[src/rtl/adder_pkg.sv]
// rtl/adder_pkg.sv - shared constants, FSM state type and index-width helper for nibble_serial_adder
package adder_pkg;

  localparam int NIBBLE_W = 4;

  typedef enum logic [1:0] {
    IDLE = 2'd0,
    RUN  = 2'd1,
    DONE = 2'd2
  } state_t;

  // A single-nibble adder still needs a 1-bit index so the counter is never zero-width.
  function automatic int idx_width(input int nibbles);
    return (nibbles <= 1) ? 1 : $clog2(nibbles);
  endfunction

endpackage

[src/rtl/nibble_add.sv]
// rtl/nibble_add.sv - combinational 4-bit add-with-carry exposing the carry into bit 3
module nibble_add (
  input  logic [3:0] x,
  input  logic [3:0] y,
  input  logic       ci,
  output logic [3:0] s,
  output logic       co,
  output logic       c3
);

  logic [3:0] low;
  logic [1:0] high;

  // Split at bit 3 so the carry into the sign bit is available for overflow detection.
  assign low  = {1'b0, x[2:0]} + {1'b0, y[2:0]} + {3'b000, ci};
  assign c3   = low[3];
  assign high = {1'b0, x[3]} + {1'b0, y[3]} + {1'b0, c3};
  assign s    = {high[0], low[2:0]};
  assign co   = high[1];

endmodule

[src/rtl/nibble_serial_adder.sv]
// rtl/nibble_serial_adder.sv - WIDTH-bit adder computing one nibble per clock behind valid/ready handshakes
module nibble_serial_adder
  import adder_pkg::*;
#(
  parameter int WIDTH = 16
) (
  input  logic             clk,
  input  logic             rst_n,
  input  logic             in_valid,
  output logic             in_ready,
  input  logic [WIDTH-1:0] a,
  input  logic [WIDTH-1:0] b,
  input  logic             cin,
  output logic             out_valid,
  input  logic             out_ready,
  output logic [WIDTH-1:0] sum,
  output logic             cout,
  output logic             ovf
);

  localparam int NIBBLES = WIDTH / NIBBLE_W;
  localparam int IDX_W   = idx_width(NIBBLES);
  localparam logic [IDX_W-1:0] LAST_IDX = IDX_W'(NIBBLES - 1);

  generate
    if (WIDTH < NIBBLE_W || (WIDTH % NIBBLE_W) != 0) begin : g_bad_width
      $error("nibble_serial_adder: WIDTH must be a positive multiple of 4");
    end
  endgenerate

  state_t           state;
  logic [IDX_W-1:0] idx;
  logic             carry;
  logic [WIDTH-1:0] a_q;
  logic [WIDTH-1:0] b_q;
  logic [3:0]       a_nib;
  logic [3:0]       b_nib;
  logic [3:0]       nib_s;
  logic             nib_co;
  logic             nib_c3;

  assign in_ready  = (state == IDLE);
  assign out_valid = (state == DONE);

  always_comb begin
    a_nib = '0;
    b_nib = '0;
    for (int i = 0; i < NIBBLES; i++) begin
      if (idx == IDX_W'(i)) begin
        a_nib = a_q[NIBBLE_W*i +: NIBBLE_W];
        b_nib = b_q[NIBBLE_W*i +: NIBBLE_W];
      end
    end
  end

  nibble_add u_nibble_add (
    .x  (a_nib),
    .y  (b_nib),
    .ci (carry),
    .s  (nib_s),
    .co (nib_co),
    .c3 (nib_c3)
  );

  always_ff @(posedge clk or negedge rst_n) begin
    if (!rst_n) begin
      state <= IDLE;
      idx   <= '0;
      carry <= 1'b0;
      a_q   <= '0;
      b_q   <= '0;
      sum   <= '0;
      cout  <= 1'b0;
      ovf   <= 1'b0;
    end else begin
      case (state)
        IDLE: begin
          if (in_valid) begin
            a_q   <= a;
            b_q   <= b;
            carry <= cin;
            idx   <= '0;
            state <= RUN;
          end
        end
        RUN: begin
          for (int i = 0; i < NIBBLES; i++) begin
            if (idx == IDX_W'(i)) begin
              sum[NIBBLE_W*i +: NIBBLE_W] <= nib_s;
            end
          end
          carry <= nib_co;
          // The index parks on the last nibble; the next accept clears it.
          if (idx == LAST_IDX) begin
            cout  <= nib_co;
            ovf   <= nib_c3 ^ nib_co;
            state <= DONE;
          end else begin
            idx <= idx + IDX_W'(1);
          end
        end
        DONE: begin
          if (out_ready) begin
            state <= IDLE;
          end
        end
        default: state <= IDLE;
      endcase
    end
  end

endmodule

[config.mk]
export PLATFORM = sky130hd
export DESIGN_NAME = nibble_serial_adder
export DESIGN_NICKNAME = d
export VERILOG_FILES = /design/src/rtl/adder_pkg.sv /design/src/rtl/nibble_add.sv /design/src/rtl/nibble_serial_adder.sv
export SDC_FILE = /design/constraint.sdc
export NUM_CORES = 1
export LEC_CHECK = 0
export ABC_AREA = 1
export ABC_CLOCK_PERIOD_IN_PS = 2700
export CORE_AREA = 3 3 85 87
export DETAILED_ROUTE_END_ITERATION = 10
export DIE_AREA = 0 0 88 90
export HOLD_SLACK_MARGIN = 0.12
export PLACE_DENSITY = 0.78
export SETUP_SLACK_MARGIN = 0.05
export SLEW_MARGIN = 20
export SYNTH_ARGS = -nofsm -noshare
export SYNTH_HDL_FRONTEND = slang
export SYNTH_SLANG_ARGS = --single-unit
export TNS_END_PERCENT = 20
[constraint.sdc]
create_clock -name clk -period 2.7 [get_ports clk]
set_input_delay 0.54 -clock clk [delete_from_list [all_inputs] [get_ports clk]]
set_output_delay 0.54 -clock clk [all_outputs]
set_load 0.05 [all_outputs]
==> insert_results.sql <==
INSERT INTO impl_metrics (metric_group, metric, value, unit) VALUES
('synth', 'avgSynthCellArea', '8.45', 'um2'),
('critical_path', 'cp.depth', '15', ''),
('grt', 'globalRoute.totalOverflow', '0', ''),
('place', 'post_dp_area', '3400', 'um2'),
('synth', 'synth_top_family_by_area', 'simple AND/OR/NAND/NOR gates', ''),
('critical_path', 'worstSetupPathType', 'reg -> reg', ''),
('timing', 'fin_worst_skew', '3.49', 'ps'),
('synth', 'synth_adder_area_share', '4.90', '%'),
('floorplan', 'rows', '29', ''),
('critical_path', 'worst-path-buf-inv', '4', ''),
('detailed_routing', 'route.vias.total', '2301', ''),
('detailed_routing', 'wirelength', '6.11', 'mm'),
('cts', 'cts-root-to-sink-buffers', '2', ''),
('detailed_routing', 'drc', '0', ''),
('critical_path', 'r2r_cells', '15', ''),
('synth', 'post_synth_xor_area_fraction', '0.318', '%'),
('timing', 'final_setup_slack_of_the_worst_path', '143', 'ps'),
('floorplan', 'initial_utilization', '42.9', '%'),
('final_layout', 'num_antenna_cells', '0', ''),
('synth', 'synth_edf_count', '0', ''),
('synth', 'yosys.cell_count.top_type', 'sky130_fd_sc_hd__nand2_1', ''),
('detailed_routing', 'detail_route.wl_per_cell', '13.1', 'um'),
('synth', 'number_of_distinct_library_cells_after_synthesis', '28', ''),
('synth', 'synth_seq_area_share', '50.0', '%'),
('grt', 'vias_in_the_first_global_route', '2230', ''),
('grt', 'grt_antenna_before_repair', '0', ''),
('power', 'max-vdd-ir-drop', '0.518', 'mV'),
('critical_path', 'critical_path_arrival', '2760', 'ps'),
('critical_path', 'setup.worst_path.start', 'idx[0]', ''),
('detailed_routing', 'firstDrtPassIters', '4', ''),
('critical_path', 'crit_chain', 'buf_4, ha_4, inv_2, nand3_1, nand2_1, nand2_1, nand2_1, nand2_1, fa_2, inv_2, nand3_1, nand2_2, fa_2, inv_4, o21ai_1', ''),
('floorplan', 'die_area', '7920', 'um2'),
('synth', 'synth_largest_area_cell', 'sky130_fd_sc_hd__dfrtp_1', ''),
('grt', 'grt_start_max_net_pins', '36', ''),
('synth', 'synth.top_cells.by_count', 'sky130_fd_sc_hd__nand2_1 (131), sky130_fd_sc_hd__dfrtp_1 (55), sky130_fd_sc_hd__nand3_1 (44), sky130_fd_sc_hd__nor2_1 (14)', ''),
('synth', 'synthesis.yosys.warnings', '0', ''),
('critical_path', 'critical_path.endpoint_type', 'flip-flop', ''),
('timing', 'maxSlewHeadroom', '57.4', '%'),
('cts', 'clock_insertion_delay_at_the_later_pin_of_the_skew_report', '300', 'ps'),
('timing', 'post-route-min-period', '2560', 'ps'),
('detailed_routing', 'avgViaCountPerCell', '4.93', ''),
('final_layout', 'layout-area-overhead-vs-synth', '30.8', '%'),
('timing', 'slew_violations', '0', ''),
('cts', 'clk_pin_slew', '90', 'ps'),
('cts', 'tritoncts', 'done', ''),
('final_layout', 'nets', '435', ''),
('place', 'post-place-ws', '-39.1', 'ps'),
('run_status', 'outcome', 'completed', ''),
('critical_path', 'cpPeakStageDelay', '450', 'ps'),
('synth', 'ys_async_sr_fraction', '100', '%'),
('synth', 'cell_types_occupying_the_most_area_after_synthesis', 'sky130_fd_sc_hd__dfrtp_1 (50%), sky130_fd_sc_hd__nand2_1 (18%), sky130_fd_sc_hd__nand3_1 (8.0%), sky130_fd_sc_hd__ha_1 (2.7%), sky130_fd_sc_hd__o21ai_1 (2.4%)', ''),
('synth', 'muxShareOfSynthArea', '0', '%'),
('cts', 'cts-buffers-inserted', '5', ''),
('critical_path', 'crit_path_frequent_cell', 'sky130_fd_sc_hd__nand2_1', ''),
('job', 'drv_cap', '0', ''),
('cts', 'clk_root_buffer_cell', 'sky130_fd_sc_hd__clkbuf_8', ''),
('place', 'hpwl', '4.59', 'mm'),
('synth', 'synthesis.nets', '372', ''),
('power', 'power.density_cell_area', '1430', 'nW/um2'),
('final_layout', 'area.sequential', '1380', 'um2'),
('critical_path', 'reg2reg_slack', '140', 'ps'),
('synth', 'synth_compound_gate_area_share', '5.50', '%'),
('final_layout', 'post_route_cells_drive_above_1_share', '17.4', '%'),
('critical_path', 'critical-path-slowest-cell', 'sky130_fd_sc_hd__dfrtp_2', ''),
('critical_path', 'timing.rr.start', 'idx[0]', ''),
('cts', 'htree_levels', '2', ''),
('synth', 'synthDominantCellAreaShare', '50.0', '%'),
('cts', 'clkSinkCount', '55', ''),
('final_layout', 'multi_input_comb_area', '1280', 'um2'),
('critical_path', 'setup.worst_path.start_class', 'flip-flop', ''),
('synth', 'synth_seq_cells', '55', '');
state kept, by name (all words and copies together), names as in the netlist:
signal and count:
idx 2, ovf 1, state 2, cout 1, carry 1, sum 16, b_q 16, a_q 16
worst min path at each step:
stage / end / from / cells past startpoint / slack [ps]
3_5_place_dp: b_q[6] / b_q[6] / 2 / 460
5_1_grt: sum[9] / rst_n / 1 / 290
6_report: sum[0] / rst_n / 1 / 240
3_3_place_gp: b_q[3] / b_q[3] / 2 / 460
2_1_floorplan: a_q[0] / rst_n / 0 / 240
4_1_cts: sum[9] / rst_n / 1 / 270
cell usage in the layout (no fill, tap or decap), types with 2 or more instances in the layout:
| cell | Yosys | final |
|---|---|---|
| sky130_fd_sc_hd__nand2_2 | 0 | 5 |
| sky130_fd_sc_hd__clkdlybuf4s50_1 | 0 | 54 |
| sky130_fd_sc_hd__clkinvlp_4 | 0 | 2 |
| sky130_fd_sc_hd__or2_2 | 3 | 3 |
| sky130_fd_sc_hd__inv_2 | 1 | 6 |
| sky130_fd_sc_hd__inv_4 | 4 | 6 |
| sky130_fd_sc_hd__buf_4 | 2 | 15 |
| sky130_fd_sc_hd__nor2_4 | 3 | 4 |
| sky130_fd_sc_hd__o21ai_2 | 3 | 6 |
| sky130_fd_sc_hd__nand3_1 | 44 | 44 |
| sky130_fd_sc_hd__nor2_1 | 14 | 13 |
| sky130_fd_sc_hd__dfrtp_1 | 55 | 54 |
| sky130_fd_sc_hd__clkbuf_8 | 0 | 5 |
| sky130_fd_sc_hd__ha_4 | 0 | 3 |
| sky130_fd_sc_hd__o21ai_1 | 13 | 10 |
| sky130_fd_sc_hd__nand2_1 | 131 | 126 |
| sky130_fd_sc_hd__inv_1 | 13 | 6 |
| sky130_fd_sc_hd__ha_1 | 6 | 2 |
| sky130_fd_sc_hd__fa_2 | 0 | 2 |
| sky130_fd_sc_hd__a21oi_1 | 8 | 7 |
metal layers:
metal	track usage, %	part of all wire (%)
met1	21.4	44
met2	25.7	48
met4	5.50	2.5
met3	3.02	5.3
met5	0	0
metrics by stage:
step / total power, mW / setup TNS (ps) / instances
6_report: 5.16 / 0 / 467
5_1_grt: 5.58 / 0 / 467
4_1_cts: 4.86 / 0 / 464
3_5_place_dp: 4.32 / -161 / 456
3_3_place_gp: 4.22 / 0 / 456
2_1_floorplan: 3.50 / 0 / 326
worst reg2reg max path: cells and delay by family (launching register included):
family	cells	cell delay (ps)
AOI/OAI and AO/OA	1	70
adders and majority gates	3	1020
buffers and inverters	4	420
DFF	1	450
and+or+nand+nor	7	500
area by class of cell:
class,instances,share of cell area (%)
clock buffers,5,1.91
clock inverters,3,0.555
inverters,18,2.29
multi-input cells,238,35.5
flip-flops and latches,55,38.2
well taps,77,2.67
repair buffers,71,18.8
power breakdown:
group	switching, mW	internal, mW
logic	2.03	1.20
registers	0.270	1.22
clock network	0.264	0.181
total	2.57	2.59
timing repair:
action | in CTS | in global routing
pin swaps | 0 | 3
setup endpoints to repair | 10 | 12
resized for setup | 9 | 21
hold buffers | 0 | 0
setup buffers | 0 | 3
kinds of logic (layout without fill, tap and decap cells):
group	count (synthesis)	count (layout)
adder cells (fa/ha/maj)	9	9
XOR/XNOR	1	1
flip-flops	55	55
buffers and inverters	33	97
AO/OA/AOI/OAI	27	27
AND/OR/NAND/NOR	201	201
(Power assumes the default switching activity.)
==> RTL change: new RTL, config.mk and constraints unchanged <==
`WIDTH`: 16 -> 12.
--- a/src/rtl/nibble_serial_adder.sv
+++ b/src/rtl/nibble_serial_adder.sv
@@ -2,7 +2,7 @@
 module nibble_serial_adder
   import adder_pkg::*;
 #(
-  parameter int WIDTH = 16
+  parameter int WIDTH = 12
 ) (
   input  logic             clk,
   input  logic             rst_n,
Ports: changed (resized a, b and sum); port bits go from 57 to 45. The function was not compared with the original's and may differ.
==> RTL change against the original RTL <==
  * Area after synthesis shrank 26%
  * Setup slack gained 0.044 ns
  * Sequential cell count shrank 12
  * Routed wire length shrank 24%
  * Total power shrank 25%
  * Final area shrank 24%
  * Hold slack gained 0.15 ns
  * Combinational power shrank 27%
  * Critical endpoint is now sum[3]
  * Sequential share of layout area grew 1.2 points
==> RTL change: results (changes against the original RTL) <==
* Vias after detailed routing at 1731 (-25%)
* Sequential share of the synthesized area at 0.528 (+0.0284)
* Compound-Gate Fraction of Synth Area at 0.0866 (+0.0316)
* R2r setup slk at 0.19 ns (+0.04 ns)
* Max Fclk at 398 MHz (+1.8%)
* Slowest Stage Delay on Critical Path at 0.57 ns (+0.12 ns)
* Worst VDD drop at 0.000574 V (+11%)
* Setup Skew at 0.00323 ns (-0.000261 ns)
* R2R depth at 12 (-3)
* Area after DPL at 2570 um2 (-24%)
* CP top delay family: adder cells
* TritonCTS buffer count at 5 (unchanged)
* CTS root buffer: clkbuf_8
* # port buffers at 44 (-21%)
* Placed Cells at 358 (-21%)
* Buffers, non-clock at 53 (-25%)
* Hold Slack at 0.394 ns (+0.149 ns)
* Comb_multi_in at 173 (-27%)
* Non-Clock Inverter Count at 14 (-4)
* Syn nets at 277 (-26%)
* Final #Nets at 327 (-25%)
* Top post-synthesis cells by count: 84 x nand2_1, 43 x dfrtp_1, 28 x nand3_1, 16 x o21ai_1, 14 x a21oi_1
* Status: finished, final reports clean
* Max H-tree Level at 2 (unchanged)
* # fillers at 617 (+8.4%)
* Clk Latency, worst-skew pair at slightly below 0.3 ns
* Post-synth ARST share at 1.00 (unchanged)
* WL/cell at 12.6 um (-3.4%)
* Largest regs: a_q: 12 flops, b_q: 12 flops, sum: 12 flops
* Multiplexer share of the synthesized area at 0 (unchanged)
* Hpwl dp at 3380 um (-26%)
* DR pass1 iterations at 4 (unchanged)
* Synth area leaders: dfrtp_1 53%, nand2_1 15%, nand3_1 6.9%
* Leakage power at 1.30 nW (-26%)
* Largest net degree at the start of global routing at 44 (+22%)
* Routed wire length at 4650 um (-24%)
* Adder-Cell Fraction of Synth Area at 0.0602 (+0.0111)
* CP arrival at 2.73 ns (-0.03 ns)
* Total GRT Usage at 0.120 (-0.0400)
* Clkbuf count at 7 (+2)
* First-pass GRT wire length at 7470 um (-27%)
* Post-synthesis area per instance at 8.49 um2 (+0.49%)
* Fraction of area in multi-input gates at 0.338 (-0.0178)
* Slew margin rel. at 0.368 (-0.206)
* Non-clk buf share at 0.184 (-0.00398)
* Clock-cell share at 0.0298 (+0.00513)
* YS warnings at 0 (unchanged)
* Vias in the first global route at 1596 (-28%)
* Seq cells at 43 (-22%)
* Yosys cell types at 22 (-21%)
* Place WS at 0.0294 ns (+0.0684 ns)
* CP max-delay cell: fa_2
* Initial DRC Count at 76 (-23%)
* Multi-input logic area at 922 um2 (-28%)
* Sequential share of cell area at 0.394 (+0.0118)
* Routability Congestion at 0.867 (-3.8%)
* Crit path to: sum[3]
* Share of cells above drive strength 1 at 0.137 (-0.0369)
* Post-synthesis xor/xnor area fraction at 0.00430 (+0.00112)
[RTL change: cell types whose count changed after synthesis, sizes merged, moves of 2 or more]
| cell | before | now |
|---|---|---|
| buf | 12 | 8 |
| or2 | 4 | 0 |
| dfrtp | 55 | 43 |
| nand2 | 133 | 86 |
| a21oi | 8 | 14 |
| nand3 | 45 | 29 |
| o21ai | 17 | 19 |
| nor2 | 18 | 15 |
| inv | 18 | 14 |
[RTL change: repair_timing]
action,in CTS,in global routing
buffers inserted,0,2
pin swaps,0,9
setup endpoints to repair,5,10
gates resized for setup,1,21
[RTL change: layer usage]
layer / track usage / wire [um] / vias to the layer above
li1: - / - / 880
met1: 0.172 / 2220 / 786
met2: 0.170 / 2100 / 56
met3: 0.0320 / 258 / 9
met4: 0.0460 / 78 / 0
met5: 0 / 0 / -
[RTL change: power by group]
part / internal (mW) / switching [mW]
registers: 0.949 / 0.199
clock network: 0.182 / 0.207
logic: 0.874 / 1.47
total: 2.01 / 1.88
